<file path="src/rtl/stft_pkg.sv">
// Shared types and helpers for the STFT stages that follow the FFT.
package stft_pkg;

    typedef enum logic {
        WAIT_SYNC = 1'b0,
        IN_FRAME  = 1'b1
    } align_state_t;

    // Number of non-redundant bins of a real-input FFT frame.
    function automatic int nbins(input int fft_size);
        return fft_size / 2 + 1;
    endfunction

    // Truncating right shift, then clamp to the largest unsigned pw-bit value.
    function automatic logic [63:0] sat_shift(input logic [63:0] value,
                                              input int          shift,
                                              input int          pw);
        logic [63:0] v;
        logic [63:0] max_v;
        v     = value >> shift;
        max_v = (pw >= 64) ? '1 : ((64'd1 << pw) - 64'd1);
        return (v > max_v) ? max_v : v;
    endfunction

endpackage

</file>
<file path="src/rtl/stft_fifo.sv">
// First-word-fall-through synchronous FIFO with a registered output word.
// Capacity counts the output register, so at most DEPTH words are held.
module stft_fifo #(
    parameter int WIDTH = 8,
    parameter int DEPTH = 4
) (
    input  logic             clk,
    input  logic             rst_n,
    input  logic             wr_en,
    input  logic [WIDTH-1:0] wr_data,
    output logic             full,
    input  logic             rd_en,
    output logic [WIDTH-1:0] rd_data,
    output logic             empty
);

    localparam int AW = $clog2(DEPTH);
    localparam int CW = AW + 1;

    logic [WIDTH-1:0] mem [DEPTH];
    logic [AW-1:0]    wr_ptr;
    logic [AW-1:0]    rd_ptr;
    logic [CW-1:0]    mem_cnt;
    logic [CW-1:0]    total;
    logic             out_vld;
    logic [WIDTH-1:0] out_data;
    logic             pop;
    logic             push;
    logic             load;

    assign total = mem_cnt + CW'(out_vld);
    assign full  = (total == CW'(DEPTH));
    assign pop   = out_vld & rd_en;
    // A pop frees a slot in the same cycle, so a full FIFO still takes the write.
    assign push  = wr_en & (~full | pop);
    assign load  = (mem_cnt != '0) & (~out_vld | pop);

    always_ff @(posedge clk) begin
        if (push) begin
            mem[wr_ptr] <= wr_data;
        end
    end

    always_ff @(posedge clk or negedge rst_n) begin
        if (!rst_n) begin
            wr_ptr   <= '0;
            rd_ptr   <= '0;
            mem_cnt  <= '0;
            out_vld  <= 1'b0;
            out_data <= '0;
        end else begin
            if (push) begin
                wr_ptr <= wr_ptr + AW'(1);
            end
            if (load) begin
                rd_ptr   <= rd_ptr + AW'(1);
                out_data <= mem[rd_ptr];
                out_vld  <= 1'b1;
            end else if (pop) begin
                out_vld <= 1'b0;
            end
            mem_cnt <= mem_cnt + CW'(push) - CW'(load);
        end
    end

    assign rd_data = out_data;
    assign empty   = ~out_vld;

endmodule

</file>
<file path="src/rtl/fft_power_frame.sv">
// Per-bin power of the FFT output stream, restricted to bins 0..FFT_SIZE/2,
// framed by the FFT sync and buffered for a back-pressuring consumer.
module fft_power_frame
    import stft_pkg::*;
#(
    parameter int IW         = 18,
    parameter int PW         = 24,
    parameter int SHIFT      = 12,
    parameter int FFT_SIZE   = 256,
    parameter int FIFO_DEPTH = 4
) (
    input  logic                        i_clk,
    input  logic                        i_reset_n,
    input  logic                        i_ce,
    input  logic [2*IW-1:0]             i_fft_result,
    input  logic                        i_fft_sync,
    input  logic                        i_clear_flags,
    output logic                        o_valid,
    input  logic                        i_ready,
    output logic [PW-1:0]               o_power,
    output logic [$clog2(FFT_SIZE)-1:0] o_bin,
    output logic                        o_first,
    output logic                        o_last,
    output logic                        o_overflow,
    output logic                        o_sync_err
);

    localparam int BW   = $clog2(FFT_SIZE);
    localparam int HALF = nbins(FFT_SIZE) - 1;
    localparam int SW   = 2 * IW + 1;
    localparam int FW   = PW + BW + 2;
    localparam logic [BW-1:0] LAST_BIN = BW'(FFT_SIZE - 1);
    localparam logic [BW-1:0] HALF_BIN = BW'(HALF);

    function automatic logic [2*IW-1:0] square(input logic signed [IW-1:0] x);
        logic signed [2*IW-1:0] xe;
        xe = {{IW{x[IW-1]}}, x};
        return $unsigned(xe * xe);
    endfunction

    align_state_t  state;
    align_state_t  state_next;
    logic [BW-1:0] cnt;
    logic [BW-1:0] cnt_next;
    logic [BW-1:0] cnt_inc;
    logic          fwd;
    logic          serr_set;

    assign cnt_inc = cnt + BW'(1);

    always_ff @(posedge i_clk or negedge i_reset_n) begin
        if (!i_reset_n) begin
            state <= WAIT_SYNC;
        end else begin
            state <= state_next;
        end
    end

    always_comb begin
        state_next = state;
        if (i_ce) begin
            if (i_fft_sync) begin
                state_next = IN_FRAME;
            end else if (state == IN_FRAME && cnt == LAST_BIN) begin
                state_next = WAIT_SYNC;
            end
        end
    end

    // A sync always restarts the frame; a missing sync after the last bin drops alignment.
    always_comb begin
        cnt_next = cnt;
        fwd      = 1'b0;
        serr_set = 1'b0;
        if (i_ce) begin
            if (i_fft_sync) begin
                cnt_next = '0;
                fwd      = 1'b1;
                serr_set = (state == IN_FRAME) && (cnt != LAST_BIN);
            end else if (state == IN_FRAME) begin
                if (cnt == LAST_BIN) begin
                    serr_set = 1'b1;
                end else begin
                    cnt_next = cnt_inc;
                    fwd      = (cnt_inc <= HALF_BIN);
                end
            end
        end
    end

    always_ff @(posedge i_clk or negedge i_reset_n) begin
        if (!i_reset_n) begin
            cnt <= '0;
        end else begin
            cnt <= cnt_next;
        end
    end

    logic signed [IW-1:0] re_in;
    logic signed [IW-1:0] im_in;
    assign re_in = i_fft_result[2*IW-1:IW];
    assign im_in = i_fft_result[IW-1:0];

    logic            vld_p0;
    logic            vld_p1;
    logic            vld_p2;
    logic [2*IW-1:0] re_sq_p0;
    logic [2*IW-1:0] im_sq_p0;
    logic [BW-1:0]   bin_p0;
    logic [SW-1:0]   sum_p1;
    logic [BW-1:0]   bin_p1;
    logic [PW-1:0]   pwr_p2;
    logic [BW-1:0]   bin_p2;
    logic [PW-1:0]   pwr_next;

    assign pwr_next = PW'(sat_shift(64'(sum_p1), SHIFT, PW));

    always_ff @(posedge i_clk or negedge i_reset_n) begin
        if (!i_reset_n) begin
            vld_p0 <= 1'b0;
            vld_p1 <= 1'b0;
            vld_p2 <= 1'b0;
        end else begin
            vld_p0 <= fwd;
            vld_p1 <= vld_p0;
            vld_p2 <= vld_p1;
        end
    end

    always_ff @(posedge i_clk) begin
        // p0: squares
        re_sq_p0 <= square(re_in);
        im_sq_p0 <= square(im_in);
        bin_p0   <= cnt_next;
        // p1: sum
        sum_p1   <= {1'b0, re_sq_p0} + {1'b0, im_sq_p0};
        bin_p1   <= bin_p0;
        // p2: shift and saturate
        pwr_p2   <= pwr_next;
        bin_p2   <= bin_p1;
    end

    logic          fifo_full;
    logic          fifo_empty;
    logic [FW-1:0] fifo_wr_data;
    logic [FW-1:0] fifo_rd_data;
    logic          drop;

    assign fifo_wr_data = {(bin_p2 == HALF_BIN), (bin_p2 == '0), bin_p2, pwr_p2};
    assign drop         = vld_p2 & fifo_full & ~(~fifo_empty & i_ready);

    stft_fifo #(
        .WIDTH (FW),
        .DEPTH (FIFO_DEPTH)
    ) u_fifo (
        .clk     (i_clk),
        .rst_n   (i_reset_n),
        .wr_en   (vld_p2),
        .wr_data (fifo_wr_data),
        .full    (fifo_full),
        .rd_en   (i_ready),
        .rd_data (fifo_rd_data),
        .empty   (fifo_empty)
    );

    assign o_valid = ~fifo_empty;
    assign {o_last, o_first, o_bin, o_power} = fifo_rd_data;

    // Setting events take priority over a simultaneous clear.
    always_ff @(posedge i_clk or negedge i_reset_n) begin
        if (!i_reset_n) begin
            o_overflow <= 1'b0;
            o_sync_err <= 1'b0;
        end else begin
            if (drop) begin
                o_overflow <= 1'b1;
            end else if (i_clear_flags) begin
                o_overflow <= 1'b0;
            end
            if (serr_set) begin
                o_sync_err <= 1'b1;
            end else if (i_clear_flags) begin
                o_sync_err <= 1'b0;
            end
        end
    end

endmodule
</file>
<file path="config.mk">
export PLATFORM = sky130hd
export DESIGN_NAME = fft_power_frame
export DESIGN_NICKNAME = d
export VERILOG_FILES = /design/src/rtl/stft_pkg.sv /design/src/rtl/stft_fifo.sv /design/src/rtl/fft_power_frame.sv
export SDC_FILE = /design/constraint.sdc
export NUM_CORES = 2
export LEC_CHECK = 0
export BUFFER_PORTS_ARGS = -buffer_cell sky130_fd_sc_hd__buf_2
export CORE_UTILIZATION = 25
export DETAILED_ROUTE_END_ITERATION = 12
export PLACE_DENSITY = 0.51
export SETUP_SLACK_MARGIN = 0.2
export SLEW_MARGIN = 0
export SYNTH_ARGS = -nofsm -noshare
export SYNTH_HDL_FRONTEND = slang
export SYNTH_SLANG_ARGS = --single-unit
</file>
<file path="constraint.sdc">
create_clock -name i_clk -period 5.54 [get_ports i_clk]
set_input_delay 0.277 -clock i_clk [delete_from_list [all_inputs] [get_ports i_clk]]
set_output_delay 0.277 -clock i_clk [all_outputs]
set_load 0.02 [all_outputs]
</file>
==> results.cfg <==
[global_route]
use_met2_pct = 20.28
use_met1_pct = 15.20
grt_max_degree = 57
grt_pass1_vias = 23960
antenna_found_initial = 2
grt.total_usage_pct = 11.48
top_usage_layer = met2
grtUsageMet3_pct = 1.307
overflow = 0
grt_pass1_wl_um = 125700

[synth]
async_reset_ff_share_pct = 16.82
synth-edff-count = 136
yosys_warnings = 0
ys_types = 74
synth.area.top_cells = fa_1 35%, edfxtp_1 12%, ha_1 9.5%
seq_area_frac_synth_pct = 24.68
yosys.area.top_type_share_pct = 35.09
synth.top_cells.by_count = 851 x inv_1, 590 x fa_1, 256 x ha_1
synthCells = 3146
synth-seq-cells = 333
syn-cell-area_um2 = 33660
synth_fp_nets = 4034
synth.avg_cell_area_um2 = 10.70
yosysMostFrequentCell = inv_1
synth_ff_type = dfxtp_1
yosysTopAreaCell = fa_1

[route]
wl_per_cell_um = 13.84
drcViolationCount = 0
dr.pass1.iters = 5
vias = 21700
ant_nets = 0
wirelength_um = 75070
via_per_inst = 4.001
drt_iter0_drc = 776

[cells_and_area]
fin_nets = 4517
area_delta_synth_final_pct = 24.13
diodes = 0
drive_gt1_share_pct = 24.23

[setup_path]
worstPathArrival_ps = 5600
critPathKind = input port to register
critical_path_required_ps = 5970
worst-path-max-fanout = 5
end_kind = register
cp-start-kind = input port

[timing]
rsz0062_at_grt = yes
tns_ps = 0
report.final.setup_viol = 0
hold_viol_final = 0
finClkSkew_ps = 18.35
clock.fmax_mhz = 193.2
worst_pin_slew_ps = 756.6
timing.max_slew.rel_slack_pct = 49.56
min_period_ps = 5175
min_period_over_period_pct = 93.41
report.final.slew_viol_count = 0

[clock_network]
clock-sinks = 333
ctsLongestPathBuffers = 3
cts-root-buf = clkbuf_16
clk_latency_ps = 540
clk_pin_slew_worst_paths_ps = 60
numCtsBuffers = 35
h-tree-depth = 2
cts_tree = done

[die]
dieArea_um2 = 136100
die_w_um = 368.9
initial_core_util_pct = 25.22
ios = 79
die_h_um = 368.9
num_rows = 134
coreArea_um2 = 133500

[status]
status = finished, final reports clean

[place]
post-dp-hpwl_um = 64210
gp_congestion = 0.8202
io_buffers = 78

[min_path]
worstHoldPathType = input port to register

[job]
maxCapViolCount = 0
[layout by cell type, fill, tap and decap left out, types with 21 or more instances in the layout]
| master | n |
|---|---|
| inv_1 | 823 |
| fa_1 | 568 |
| buf_4 | 430 |
| ha_1 | 228 |
| nand2_1 | 214 |
| dfxtp_1 | 141 |
| edfxtp_1 | 136 |
| xnor2_1 | 87 |
| nor2_1 | 81 |
| and2_1 | 76 |
| a21o_1 | 62 |
| a21oi_1 | 58 |
| dfrtp_1 | 55 |
| buf_2 | 44 |
| clkbuf_16 | 36 |
| xor2_1 | 35 |
| mux4_2 | 34 |
| mux2_2 | 34 |
| buf_6 | 30 |
| or2_2 | 28 |
| inv_2 | 25 |
| ha_4 | 24 |
| o21ai_0 | 23 |
| fa_2 | 22 |
| nand2_2 | 21 |
[layer usage]
metal	share of wire, %	wire length [µm]
met4	1.4	1042
met2	50	37280
met5	0	0
met1	46	34620
met3	2.8	2121
[stage by stage]
stage / area (µm²) / instances / util (%) / hold WS, ps / setup WS (ps)
finish: 41780 / 5424 / 31.31 / 135.7 / 365.0
global route: 41780 / 5424 / 31.31 / 126.3 / 163.2
CTS: 41000 / 5412 / 30.72 / 105.3 / 193.1
detailed placement: 39740 / 5344 / 29.78 / 312.1 / -563.2
global placement: 39740 / 5344 / 29.78 / 310.9 / -513.2
floorplan: 34460 / 3146 / - / -18.59 / -123.8
[final cells by class]
type	instances	area, µm²
Clock inverter	19	216.5
Inverter	852	3212
Sequential cell	333	8309
Tap cell	1768	2212
Fill cell	13830	91680
Clock buffer	45	954.7
Timing Repair Buffer	531	4177
Multi-Input combinational cell	1876	22700
[logic make-up after synthesis]
kind of cell / after synthesis / share of synthesized area (%)
xor gates and xnor gates: 124 / 3.226
buffers and inverters: 937 / 10.45
muxes: 71 / 3.501
AOI/OAI and AO/OA: 272 / 5.617
DFF: 333 / 24.68
and+or+nand+nor: 563 / 7.917
adders and majority gates: 846 / 44.60
[what timing repair did]
action                                 CTS  global route
cloned                                   0             0
setup endpoints to repair               10            28
hold buffers                             3             0
resized for setup                       20           192
setup buffers                            1            12
pin swaps                                2            70
endpoints found under the hold margin   59             0
[registers in the layout, summed over array words and instances (netlist names), 24 cells and up]
| signal | cells |
|---|---|
| u_fifo.mem | 136 |
| im_sq_p0 | 34 |
| u_fifo.rd_data | 34 |
| pwr_p2 | 24 |
| sum_p1 | 25 |
| re_sq_p0 | 34 |
[worst paths after layout]
path                       slack [ps]                              to  cells after the start                start
max                               370            re_sq_p0[33]$_DFF_P_                     22     i_fft_result[27]
min                               140                cnt[2]$_DFF_PN0_                      2           i_fft_sync
max reg2reg                      2610              sum_p1[29]$_DFF_P_                     10  re_sq_p0[8]$_DFF_P_
min reg2reg                       330               bin_p2[4]$_DFF_P_                      0    bin_p1[4]$_DFF_P_
max in group asynchronous        4560    u_fifo.rd_ptr[0]$_DFFE_PN0P_                      3            i_reset_n
min in group asynchronous         430  u_fifo.rd_data[11]$_DFFE_PN0P_                      3            i_reset_n
[critical path, cell delays in order]
cell and delay [ps]:
buf_4 150, inv_1 80, buf_4 180, fa_1 530, inv_1 50, fa_1 500
fa_1 620, fa_2 450, fa_1 490, inv_1 50, fa_1 470, inv_1 60
ha_4 230, a21o_1 220, a221oi_4 290, o21ai_2 90, a31o_2 240, inv_2 80
nand3_4 110, a31oi_4 190, o21ai_1 70, and3_1 180
Power is not shown: default switching activity piles up to over one toggle a cycle in this logic, so the estimate is an artifact.
